## src/rtl/apb_slave_regfile_pkg.sv

```systemverilog
// rtl/apb_slave_regfile_pkg.sv - shared types, defaults and helpers for apb_slave_regfile
package apb_slave_regfile_pkg;

   typedef enum logic {
      IDLE   = 1'b0,
      ACCESS = 1'b1
   } state_t;

   localparam int DEF_DATA_WIDTH  = 32;
   localparam int DEF_ADDR_WIDTH  = 8;
   localparam int DEF_NUM_REGS    = 16;
   localparam int DEF_WAIT_CYCLES = 0;

   // Number of PADDR bits that select a byte within one register word.
   function automatic int byte_offset_bits(input int dw);
      return (dw == 64) ? 3 : (dw == 32) ? 2 : (dw == 16) ? 1 : 0;
   endfunction

endpackage

```

## src/rtl/apb_regfile_mem.sv

```systemverilog
// rtl/apb_regfile_mem.sv - register storage, byte-masked sync write, async read
module apb_regfile_mem #(
   parameter int DATA_WIDTH = 32,
   parameter int ADDR_BITS  = 4
) (
   input  logic                    i_clk,
   input  logic                    i_resetn,
   input  logic                    i_we,
   input  logic [ADDR_BITS-1:0]    i_waddr,
   input  logic [DATA_WIDTH-1:0]   i_wdata,
   input  logic [DATA_WIDTH/8-1:0] i_wmask,
   input  logic [ADDR_BITS-1:0]    i_raddr,
   output logic [DATA_WIDTH-1:0]   o_rdata
);

   localparam int NB    = DATA_WIDTH / 8;
   localparam int DEPTH = 1 << ADDR_BITS;

   logic [DATA_WIDTH-1:0] r_mem [DEPTH];

   // Clear all words on reset; otherwise update the enabled byte lanes of one word.
   always_ff @(posedge i_clk) begin
      if (!i_resetn) begin
         for (int i = 0; i < DEPTH; i++) begin
            r_mem[i] <= '0;
         end
      end else if (i_we) begin
         for (int b = 0; b < NB; b++) begin
            if (i_wmask[b]) begin
               r_mem[i_waddr][b*8 +: 8] <= i_wdata[b*8 +: 8];
            end
         end
      end
   end

   assign o_rdata = r_mem[i_raddr];

endmodule

```

## src/rtl/apb_slave_regfile.sv

```systemverilog
// rtl/apb_slave_regfile.sv - APB completer with register file, wait states, PSLVERR; option APB_SLV_PSTRB_EN
module apb_slave_regfile
   import apb_slave_regfile_pkg::*;
#(
   parameter int DATA_WIDTH  = DEF_DATA_WIDTH,
   parameter int ADDR_WIDTH  = DEF_ADDR_WIDTH,
   parameter int NUM_REGS    = DEF_NUM_REGS,
   parameter int WAIT_CYCLES = DEF_WAIT_CYCLES
) (
   input  logic                    PCLK,
   input  logic                    PRESETn,
   input  logic                    PSEL,
   input  logic                    PENABLE,
   input  logic                    PWRITE,
   input  logic [ADDR_WIDTH-1:0]   PADDR,
   input  logic [DATA_WIDTH-1:0]   PWDATA,
`ifdef APB_SLV_PSTRB_EN
   input  logic [DATA_WIDTH/8-1:0] PSTRB,
`endif
   output logic [DATA_WIDTH-1:0]   PRDATA,
   output logic                    PREADY,
   output logic                    PSLVERR
);

   localparam int NB     = DATA_WIDTH / 8;
   localparam int OFFS   = byte_offset_bits(DATA_WIDTH);
   localparam int IDX_W  = ADDR_WIDTH - OFFS;
   localparam int MEM_AW = (NUM_REGS > 1) ? $clog2(NUM_REGS) : 1;
   localparam logic [ADDR_WIDTH-1:0] OFFS_MASK = ADDR_WIDTH'((1 << OFFS) - 1);

   state_t                  r_state;
   state_t                  w_state_nxt;
   logic [3:0]              r_cnt;
   logic                    r_write;
   logic                    r_err;
   logic [MEM_AW-1:0]       r_addr;
   logic [DATA_WIDTH-1:0]   r_wdata;
   logic [DATA_WIDTH-1:0]   r_prdata;
   logic [NB-1:0]           w_mask;

   logic [IDX_W-1:0]        w_idx;
   logic                    w_setup_err;
   logic                    w_setup;
   logic                    w_ready;
   logic                    w_commit;
   logic [DATA_WIDTH-1:0]   w_mem_rdata;

   assign w_idx       = IDX_W'(PADDR >> OFFS);
   assign w_setup_err = ((PADDR & OFFS_MASK) != '0) || (32'(w_idx) >= 32'(NUM_REGS));
   assign w_setup     = (r_state == IDLE) && PSEL && !PENABLE;
   assign w_ready     = (r_state == ACCESS) && (r_cnt == 4'd0);
   assign w_commit    = w_ready && PSEL && PENABLE && r_write && !r_err;

`ifdef APB_SLV_PSTRB_EN
   logic [NB-1:0] r_strb;

   // Strobes are captured with the rest of the setup phase and applied at commit.
   always_ff @(posedge PCLK) begin
      if (!PRESETn) begin
         r_strb <= '0;
      end else if (w_setup) begin
         r_strb <= PSTRB;
      end
   end

   assign w_mask = r_strb;
`else
   assign w_mask = '1;
`endif

   apb_regfile_mem #(
      .DATA_WIDTH (DATA_WIDTH),
      .ADDR_BITS  (MEM_AW)
   ) u_mem (
      .i_clk    (PCLK),
      .i_resetn (PRESETn),
      .i_we     (w_commit),
      .i_waddr  (r_addr),
      .i_wdata  (r_wdata),
      .i_wmask  (w_mask),
      .i_raddr  (MEM_AW'(w_idx)),
      .o_rdata  (w_mem_rdata)
   );

   // State register plus setup-phase capture and wait-state countdown.
   always_ff @(posedge PCLK) begin
      if (!PRESETn) begin
         r_state  <= IDLE;
         r_cnt    <= '0;
         r_write  <= 1'b0;
         r_err    <= 1'b0;
         r_addr   <= '0;
         r_wdata  <= '0;
         r_prdata <= '0;
      end else begin
         r_state <= w_state_nxt;
         if (w_setup) begin
            r_write <= PWRITE;
            r_err   <= w_setup_err;
            r_addr  <= MEM_AW'(w_idx);
            r_wdata <= PWDATA;
            r_cnt   <= 4'(WAIT_CYCLES);
            if (!PWRITE) begin
               r_prdata <= w_setup_err ? '0 : w_mem_rdata;
            end
         end else if ((r_state == ACCESS) && (r_cnt != 4'd0)) begin
            r_cnt <= r_cnt - 4'd1;
         end
      end
   end

   // Next state: setup enters ACCESS; completion or a dropped PSEL returns to IDLE.
   always_comb begin
      w_state_nxt = r_state;
      case (r_state)
         IDLE:    if (PSEL && !PENABLE) w_state_nxt = ACCESS;
         ACCESS:  if (!PSEL || (w_ready && PENABLE)) w_state_nxt = IDLE;
         default: w_state_nxt = IDLE;
      endcase
   end

   assign PRDATA  = r_prdata;
   assign PREADY  = w_ready;
   assign PSLVERR = w_ready && r_err;

endmodule

```

## config.mk

```make
export PLATFORM = sky130hd
export DESIGN_NAME = apb_slave_regfile
export DESIGN_NICKNAME = d
export VERILOG_FILES = /design/src/rtl/apb_slave_regfile_pkg.sv /design/src/rtl/apb_regfile_mem.sv /design/src/rtl/apb_slave_regfile.sv
export SDC_FILE = /design/constraint.sdc
export NUM_CORES = 1
export LEC_CHECK = 0
export CAP_MARGIN = 0
export CORE_MARGIN = 4
export CORE_UTILIZATION = 25
export CTS_BUF_LIST = sky130_fd_sc_hd__clkbuf_2
export DETAILED_ROUTE_END_ITERATION = 10
export SYNTH_ARGS = -nofsm -noshare
export SYNTH_HDL_FRONTEND = slang
export SYNTH_HIERARCHICAL = 1
export SYNTH_SLANG_ARGS = --single-unit
```

## constraint.sdc

```tcl
create_clock -name PCLK -period 9.1 [get_ports PCLK]
set_input_delay 1.365 -clock PCLK [delete_from_list [all_inputs] [get_ports PCLK]]
set_output_delay 1.365 -clock PCLK [all_outputs]
set_load 0.005 [all_outputs]
```

==> run_results.csv <==
group,metric,value,unit
detailed_routing,firstDrtPassIters,5,
final_layout,post-route-cell-area,0.02855,sq mm
clocking,path_clk_slew,0.09,ns
detailed_routing,vias_per_cell,4.676,
critical_path,critPathMaxFanout,5,
flow_run,max_cap_viol_count,0,
place,place_congestion,0.8136,
critical_path,startpoint_type,"register",
clocking,ctsHoldBuffers,0,
detailed_routing,drt_first_iter_violations,1507,
timing,fmax,223.6,MHz
synthesis,syn_area,0.02498,sq mm
die,die_w,324.1,microns
final_layout,fin_nets,2034,
place,place_area,0.02710,sq mm
power_and_ir_drop,peakVddDrop,0.08117,mV
detailed_routing,wl,67.54,mm
clocking,cts_tree,"built",
clocking,root_buffer,"clkbuf_2",
timing,worst_slack,4.628,ns
final_layout,num-fill-cells,9966,
detailed_routing,via_count,15890,
timing,slew_violations,0,
timing,skew,0.1077,ns
grt,gr-total-overflow,0,
die,initial_core_util,0.2531,
clocking,cts_max_path_buffers,3,
final_layout,post-route-util,0.2892,
grt,grt_pass1_vias,16220,
die,io_pins,79,
timing,rsz0062_at_grt,"no",
timing,holdWs,0.4675,ns
clocking,post_cts_resize_count,0,
critical_path,worstSetupEndpointType,"primary output",
synthesis,ys_ff_latch,587,
grt,antenna_found_initial,3,
die,core,0.09871,sq mm
final_layout,final_common_cell,"edfxtp_1",
timing,fin_crit_sh,0.4914,
die,die_y,324.1,microns
critical_path,crit_chain,"inv_1 -> ha_1 -> or3b_1 -> nor2_1 -> clkdlybuf4s50_1",
die,die_area,0.1050,sq mm
final_layout,final_cell_mix,"edfxtp_1, nor2_1, clkbuf_2",
clocking,post_cts_buffers,0,
grt,grt_max_degree,72,
grt,grt_pass1_wl,99.71,mm
place,portBuffers,78,
final_layout,fin_cells,3398,
synthesis,ys_types,37,
detailed_routing,drc_errors,0,
place,dp_cells,3125,
clocking,h-tree-depth,4,
critical_path,worstPathArrival,3.11,ns
power_and_ir_drop,power.density,183.2,mW/mm^2
power_and_ir_drop,power,5.230,mW
clocking,numCtsBuffers,147,
timing,finalHoldViolCount,0,
critical_path,path_class,"register to primary output",
min_path,hold_class,"register to register",
critical_path,slowest_delay,0.56,ns
synthesis,ys_seq_area_frac,0.6756,
outcome,status,"completed",
final_layout,area_growth,14.29,%
synthesis,yosys_warnings,6,
timing,fin_crit,4.472,ns
timing,slew-limit-headroom,0.1842,
place,preCtsSetupSlack,4.007,ns
die,rows,115,
detailed_routing,ant_nets,0,
clocking,clock_sinks,587,
timing,fin_setup_tns,0,ns
detailed_routing,wire_per_inst,19.87,microns
place,place.detailed.hpwl,44.67,mm
clocking,clock_latency,1.34,ns
critical_path,cp_slowest_cell,"clkdlybuf4s50_1",
synthesis,syn_inst,1869,
critical_path,crit_required,7.74,ns
timing,worst-slew-pin-transition,1.211,ns
synthesis,avgSynthCellArea,13.36,sq um
grt,grt_usage,0.1284,
timing,setup_viol,0,
final_layout,drive_above_1_share,0.2068,
power_and_ir_drop,p_leak,9.497,nW
[per-layer routing]
metal,part of all wire,up-vias,GRT usage
met2,0.48,760,0.2092
met1,0.41,7901,0.1621
met5,0,-,0
li1,-,7103,-
met3,0.085,126,0.03500
met4,0.028,0,0.05220
[where the power goes]
group	total (mW)	internal (mW)	switching (mW)
clock	1.87	0.777	1.10
combinational	0.322	0.130	0.192
sequential	3.03	3.00	0.0371
[worst paths after layout]
path | startpoint | to | slack (ns) | cells after the start
max | r_cnt[0] | PREADY | 4.63 | 5
max reg2reg | r_cnt[0] | u_mem/r_mem[0][2] | 5.14 | 7
min | r_write | r_write | 0.47 | 2
min reg2reg | r_write | r_write | 0.47 | 2
[critical path, delay by kind of cell (launching register included)]
family        cells  cell delay, ns
simple gates      2            0.70
buf+inv           2            0.66
flops             1            0.33
fa+ha+maj         1            0.18
[synth_stat cells, drive strengths merged]
cell type  number  area share
clkbuf        121       0.018
a311oi          1     0.00035
a22oi          64       0.019
nor4b           1     0.00095
nand4bb         1     0.00045
o211a           1     0.00040
or3b            2     0.00070
o21ai          66       0.013
nand2         215       0.032
and2           33      0.0083
nor4            1     0.00025
edfxtp        512        0.62
inv             3     0.00045
nand4           1     0.00025
nor2          488       0.074
nor2b           6      0.0015
nor3            2     0.00040
nand3          10      0.0020
conb            1     0.00015
nand4b          1     0.00035
and3            6      0.0015
o22ai          32      0.0080
ha              2      0.0010
a21boi         37       0.011
or3             1     0.00025
buf            50       0.011
a21oi           3     0.00060
xor2            1     0.00035
mux4          128        0.12
dfxtp          75       0.060
nor3b           2     0.00060
or4b            2     0.00080
[area by class of cell]
class / instances / area (sq um) / area share
diodes: 3 / 7.507 / 0.0002630
multi-input cells: 1115 / 7406 / 0.2594
flip-flops and latches: 587 / 16880 / 0.5911
well taps: 1287 / 1610 / 0.05641
inverters: 3 / 11.26 / 0.0003944
repair buffers: 133 / 1192 / 0.04177
clock buffers: 222 / 1111 / 0.03892
clock inverters: 48 / 334.1 / 0.01170
[logic make-up after synthesis]
logic type,count (synthesis),share of synthesized area
compound gates,204,0.05295
simple gates,772,0.1248
buf+inv,174,0.02970
other cells,1,0.0001501
mux,128,0.1154
fa+ha+maj,2,0.001002
flops,587,0.6756
xor+xnor,1,0.0003507
[registers in the layout (all words and copies together), names as in the netlist]
signal / cells
PRDATA: 32
r_addr: 4
r_cnt: 4
r_err: 1
r_state: 1
r_wdata: 32
r_write: 1
u_mem/r_mem: 512
(Power assumes the default switching activity.)
